File: config.mk
export PLATFORM = sky130hd
export DESIGN_NAME = pipe_sequencer
export DESIGN_NICKNAME = d
export VERILOG_FILES = /design/src/rtl/pipe_sequencer.sv
export SDC_FILE = /design/constraint.sdc
export NUM_CORES = 1
export LEC_CHECK = 0
export BUFFER_PORTS_ARGS = -buffer_cell sky130_fd_sc_hd__buf_4
export CAP_MARGIN = 20
export CORE_MARGIN = 2
export CORE_UTILIZATION = 42
export DETAILED_ROUTE_END_ITERATION = 12
export GPL_ROUTABILITY_DRIVEN = 0
export PLACE_DENSITY = 0.74
export SLEW_MARGIN = 20
export SYNTH_ARGS = -nofsm -noshare
export SYNTH_HDL_FRONTEND = slang
export SYNTH_SLANG_ARGS = --single-unit
File: constraint.sdc
create_clock -name clk -period 3.4 [get_ports clk]
set_input_delay 0.51 -clock clk [delete_from_list [all_inputs] [get_ports clk]]
set_output_delay 0.51 -clock clk [all_outputs]
set_load 0.05 [all_outputs]
File: src/rtl/pipe_sequencer.sv
// rtl/pipe_sequencer.sv - boot mode machine, stage sequencer, pc and pipeline update enables (optional counters: PIPE_SEQ_PERF_EN)
module pipe_sequencer #(
    parameter logic [31:0] PC_RESET = 32'h0,
    parameter logic [4:0]  MAX_WAIT = 5'd31
) (
    input  logic        clk,
    input  logic        rstn,
    input  logic        aa_recieved,
    input  logic        load_done,
    input  logic        aa_sent,
    input  logic [31:0] d_npc,
    input  logic        d_hazard,
    input  logic [4:0]  de_wait_time,
    input  logic        de_stop,
    input  logic        uart_busy,
    output logic [2:0]  mode,
    output logic [2:0]  pipe,
    output logic [31:0] pc,
    output logic [1:0]  fd_update,
    output logic [1:0]  de_update,
    output logic [1:0]  ew_update,
    output logic        e_start,
    output logic        halted,
    output logic [31:0] retired,
    output logic [31:0] exec_cycles
);

    typedef enum logic [2:0] {
        M_STALL = 3'd0,
        M_LOAD  = 3'd1,
        M_EXEC  = 3'd2,
        M_HALT  = 3'd3
    } mode_t;

    typedef enum logic [2:0] {
        P_FETCH    = 3'd0,
        P_DECODE   = 3'd1,
        P_EXECUTE  = 3'd2,
        P_WRITEREG = 3'd3,
        P_STOP     = 3'd4
    } pipe_t;

    mode_t       r_mode,      w_mode_nxt;
    pipe_t       r_pipe,      w_pipe_nxt;
    logic [31:0] r_pc,        w_pc_nxt;
    logic [4:0]  r_latency,   w_latency_nxt;
    logic        r_e_start,   w_e_start_nxt;
    logic        r_halted,    w_halted_nxt;
    logic        r_load_flag, w_load_flag_nxt;
    logic        r_sent_flag, w_sent_flag_nxt;

    logic [4:0]  w_wait;
    logic        w_load_seen;
    logic        w_sent_seen;
    logic        w_in_exec;

    // Effective execute latency, clamped so a bad decode cannot stall the core forever
    assign w_wait      = (de_wait_time > MAX_WAIT) ? MAX_WAIT : de_wait_time;
    assign w_load_seen = r_load_flag | load_done;
    assign w_sent_seen = r_sent_flag | aa_sent;
    assign w_in_exec   = (r_mode == M_EXEC);

    // State register for mode/stage machines and their datapath registers
    always_ff @(posedge clk or negedge rstn) begin
        if (!rstn) begin
            r_mode      <= M_STALL;
            r_pipe      <= P_FETCH;
            r_pc        <= PC_RESET;
            r_latency   <= 5'd0;
            r_e_start   <= 1'b0;
            r_halted    <= 1'b0;
            r_load_flag <= 1'b0;
            r_sent_flag <= 1'b0;
        end else begin
            r_mode      <= w_mode_nxt;
            r_pipe      <= w_pipe_nxt;
            r_pc        <= w_pc_nxt;
            r_latency   <= w_latency_nxt;
            r_e_start   <= w_e_start_nxt;
            r_halted    <= w_halted_nxt;
            r_load_flag <= w_load_flag_nxt;
            r_sent_flag <= w_sent_flag_nxt;
        end
    end

    // Next-state logic: boot handshake, then per-instruction stage walk
    always_comb begin
        w_mode_nxt      = r_mode;
        w_pipe_nxt      = r_pipe;
        w_pc_nxt        = r_pc;
        w_latency_nxt   = r_latency;
        w_e_start_nxt   = r_e_start;
        w_halted_nxt    = r_halted;
        w_load_flag_nxt = r_load_flag;
        w_sent_flag_nxt = r_sent_flag;
        case (r_mode)
            M_STALL: begin
                if (aa_recieved) w_mode_nxt = M_LOAD;
            end
            M_LOAD: begin
                // Either event may arrive first; remember it until the other shows up
                if (w_load_seen && w_sent_seen) begin
                    w_mode_nxt      = M_EXEC;
                    w_load_flag_nxt = 1'b0;
                    w_sent_flag_nxt = 1'b0;
                end else begin
                    w_load_flag_nxt = w_load_seen;
                    w_sent_flag_nxt = w_sent_seen;
                end
            end
            M_EXEC: begin
                case (r_pipe)
                    P_FETCH: w_pipe_nxt = P_DECODE;
                    P_DECODE: begin
                        if (!d_hazard) begin
                            w_pipe_nxt    = P_EXECUTE;
                            w_pc_nxt      = d_npc;
                            w_e_start_nxt = 1'b1;
                            w_latency_nxt = 5'd0;
                        end
                    end
                    P_EXECUTE: begin
                        // e_start is a single-cycle strobe marking the first execute cycle
                        w_e_start_nxt = 1'b0;
                        if (r_latency < w_wait) begin
                            w_latency_nxt = r_latency + 5'd1;
                        end else if (!uart_busy) begin
                            w_pipe_nxt    = P_WRITEREG;
                            w_latency_nxt = 5'd0;
                        end
                    end
                    P_WRITEREG: begin
                        if (de_stop) begin
                            w_pipe_nxt   = P_STOP;
                            w_mode_nxt   = M_HALT;
                            w_halted_nxt = 1'b1;
                        end else begin
                            w_pipe_nxt = P_FETCH;
                        end
                    end
                    default: w_pipe_nxt = r_pipe;
                endcase
            end
            default: begin
                w_mode_nxt = r_mode;
            end
        endcase
    end

    assign fd_update = (w_in_exec && r_pipe == P_FETCH)                ? 2'b01 : 2'b00;
    assign de_update = (w_in_exec && r_pipe == P_DECODE && !d_hazard)  ? 2'b01 : 2'b00;
    assign ew_update = (w_in_exec && r_pipe == P_WRITEREG)             ? 2'b01 : 2'b00;

    assign mode    = r_mode;
    assign pipe    = r_pipe;
    assign pc      = r_pc;
    assign e_start = r_e_start;
    assign halted  = r_halted;

`ifdef PIPE_SEQ_PERF_EN
    logic [31:0] r_retired;
    logic [31:0] r_exec_cycles;

    // Retirement and EXEC-residency counters, free-running modulo 2^32
    always_ff @(posedge clk or negedge rstn) begin
        if (!rstn) begin
            r_retired     <= 32'd0;
            r_exec_cycles <= 32'd0;
        end else begin
            if (w_in_exec && r_pipe == P_WRITEREG) r_retired <= r_retired + 32'd1;
            if (w_in_exec) r_exec_cycles <= r_exec_cycles + 32'd1;
        end
    end

    assign retired     = r_retired;
    assign exec_cycles = r_exec_cycles;
`else
    assign retired     = 32'd0;
    assign exec_cycles = 32'd0;
`endif

endmodule

==> summary.txt <==
Worst hold path
  – Hold Crit Class: primary input to async pin

Timing
  – Fin crit share: 0.764
  – Fin crit period: 2.60 ns
  – Worst slew margin: 0.614
  – RSZ-0062 raised after global routing: no
  – Fmax: 0.385 GHz
  – Hold Vio Cnt, Final: 0
  – Slew @ Worst Pin: 0.579 ns
  – Setup violators final: 0
  – Pins Over Slew Limit: 0
  – Setup total negative slack: 0 ns
  – Worst Skew: 0.00531 ns

Floorplan
  – Row count: 28
  – Core area: 5920 um^2
  – Die X: 82.4 um
  – Die Y: slightly above 80 um
  – Die area: 6790 um^2
  – I/O pin cnt: 155
  – Starting Density: 0.436

Placed design
  – Post-DP HPWL: roughly 3600 um
  – Port bufs: 86
  – Placed insts: 384

Global route
  – Vias in the first global route: around 1500
  – Pin count of the biggest net entering global routing: 47
  – Initial antenna violation count: 0
  – First-pass GRT wire length: 7010 um
  – Tot GR Track Use: 0.135
  – Total grt overflow: 0

Synthesis
  – Sequential area share after synthesis: 0.446
  – Average instance area after synthesis: 11.3 um^2
  – Post-synthesis cell count: 228
  – Synth Flop Type: dfrtp_1
  – Synth unique cells: 36
  – Post-synth EDFFs: 0
  – Synth Warn #: 0
  – Flops & latches, synth: 46
  – Fraction of registers with async set/reset: 1.00
  – Post-Syn Area: 2580 um^2

Detailed routing
  – Remaining DRCs: 0
  – Average routed wire per standard cell: 11.6 um
  – Post-Route WL: 4540 um
  – Routed vias: 1714
  – Final ANT Viol Nets: 0
  – Iteration-0 DRC Markers: 51
  – Drt pass-1 iters: 4
  – Average vias per placed instance: 4.37

Power and ir drop
  – VDD IR max: 0.516 mV
  – Cell leakage power: roughly 1.8 nW
  – Pwr Density: ~1000 nW/um^2

Clocking
  – Htree depth: 2
  – Post-CTS Setup Repair Bufs: 0
  – Post-cts sizing count: 0
  – CTS max path bufs: 2
  – TritonCTS clock tree: yes
  – Root buffer cell: clkbuf_8
  – Clock Latency Late Sink: 0.29 ns
  – Num Clock Sinks: 46
  – Clock Pin Slew Worst Setup and Hold Paths: 0.08 ns
  – Cts bufs inserted: 5
  – Hold_buf cts: 0

Setup path
  – Required time worst endpoint: 2.89 ns
  – Reg2reg start: mode[0]$_DFFE_PN0P_
  – Crit path capture type: primary output
  – Arr. time, crit path: 2.09 ns
  – Delay-heaviest family, CP: simple AND/OR/NAND/NOR gates
  – WP buf/inv: 3
  – Crit start category: flop
  – Largest fanout on the critical path: 12
  – Critical path's slowest cell: dfrtp_1
  – CP Class: flop to primary output
  – Largest stage delay, worst path: ~0.42 ns
  – Crit. Startpoint: mode[0]$_DFFE_PN0P_
  – Crit-path cells: inv_1, ha_1, nand2b_1, nor3_1, nand2_1, inv_2, buf_4

Run status
  – Outcome: completed

Layout
  – Diode count: 0
  – Ratio of cells with drive above 1 in the final layout: 0.309
  – Most frequent cells in the layout: 87 x buf_4, 68 x conb_1, 46 x dfrtp_1, 34 x mux2_1, 13 x nand2_1
  – Most common cell after layout, fill and taps aside: buf_4
  – Finished Layout Cells: 392
  – P&R area growth vs syn: 22.2%
  – Fin nets: 370
  – Fillers: 564

Run
  – Max-Cap Viols: 0
==> final cells by class <==
type / instances / area, um^2 / share of cell area
sequential: 46 / 1150 / 0.365
timing repair buffer: 87 / 653 / 0.207
clock buffer: 6 / 72.6 / 0.0230
clock inverter: 2 / 37.5 / 0.0119
multi-input combinational: 168 / 1120 / 0.354
inverter: 8 / 30.0 / 0.00951
tap: 75 / 93.8 / 0.0297
==> layer usage <==
| metal | part of all wire | wire (um) | vias up | track usage |
|---|---|---|---|---|
| li1 | - | - | 805 | - |
| met1 | 0.38 | 1740 | 823 | 0.154 |
| met2 | 0.51 | 2320 | 82 | 0.237 |
| met3 | 0.098 | 447 | 4 | 0.0533 |
| met4 | 0.0079 | 36 | 0 | 0.0300 |
| met5 | 0 | 0 | - | 0 |
==> per-stage QoR <==
step           power (mW)  setup WS [ns]  hold slack, ns  cell area (um^2)   util
2_1_floorplan        2.36          0.758           0.214              2830      -
3_3_place_gp         2.79           1.10           0.459              3050  0.515
3_5_place_dp         2.83           1.03           0.464              3050  0.515
4_1_cts              3.24          0.755           0.236              3160  0.533
5_1_grt              3.39          0.538           0.266              3160  0.533
6_report             3.20          0.801           0.205              3160  0.533
==> sequential cells by signal, summed over array words and instances (netlist names) <==
| register | flops |
|---|---|
| pc | 32 |
| pipe | 3 |
| halted | 1 |
| mode | 2 |
| r_sent_flag | 1 |
| r_load_flag | 1 |
| r_latency | 5 |
| e_start | 1 |
==> power by group <==
group / total (mW) / internal, mW / switching [mW]
Sequential: 0.985 / 0.794 / 0.190
Clock: 0.396 / 0.219 / 0.177
Combinational: 1.82 / 0.553 / 1.27
Total: 3.20 / 1.57 / 1.63
==> cells by family (layout without fill, tap and decap cells) <==
group,after synthesis,after routing,synth area share
buffers and inverters,81,103,0.219
flip-flops,46,46,0.446
multiplexers,36,36,0.156
AND/OR/NAND/NOR,32,32,0.0640
AO/OA/AOI/OAI,22,22,0.0669
adder cells (fa/ha/maj),9,9,0.0436
other,1,68,0.00145
XOR/XNOR,1,1,0.00339
==> Yosys cell counts (all sizes together), types with 2 or more instances <==
cell type  instances  area (um^2)
nor2b              4         25.0
ha                 9          113
buf               72          531
a21oi              8         43.8
o21ai              3         15.0
nor3               3         15.0
nand2b             2         12.5
or2                2         12.5
a22o               2         17.5
mux2              35          394
a41o               2         20.0
dfrtp             46         1150
nand2             13         48.8
nand3              3         15.0
inv                8         30.0
==> path summary, 6_finish.rpt <==
check / endpoint / slack, ns / cells after the start
hold reg to reg: halted$_DFFE_PN0P_ / 0.48 / 1
max in group asynchronous: r_latency[0]$_DFFE_PN0P_ / 2.79 / 1
hold / removal: mode[1]$_DFFE_PN0P_ / 0.21 / 1
min in group clk: pc[13]$_DFFE_PN0P_ / 0.43 / 2
setup / recovery: de_update[0] / 0.80 / 7
setup reg to reg: pc[12]$_DFFE_PN0P_ / 1.07 / 7
Note: power is estimated with default switching activity, not from simulation.
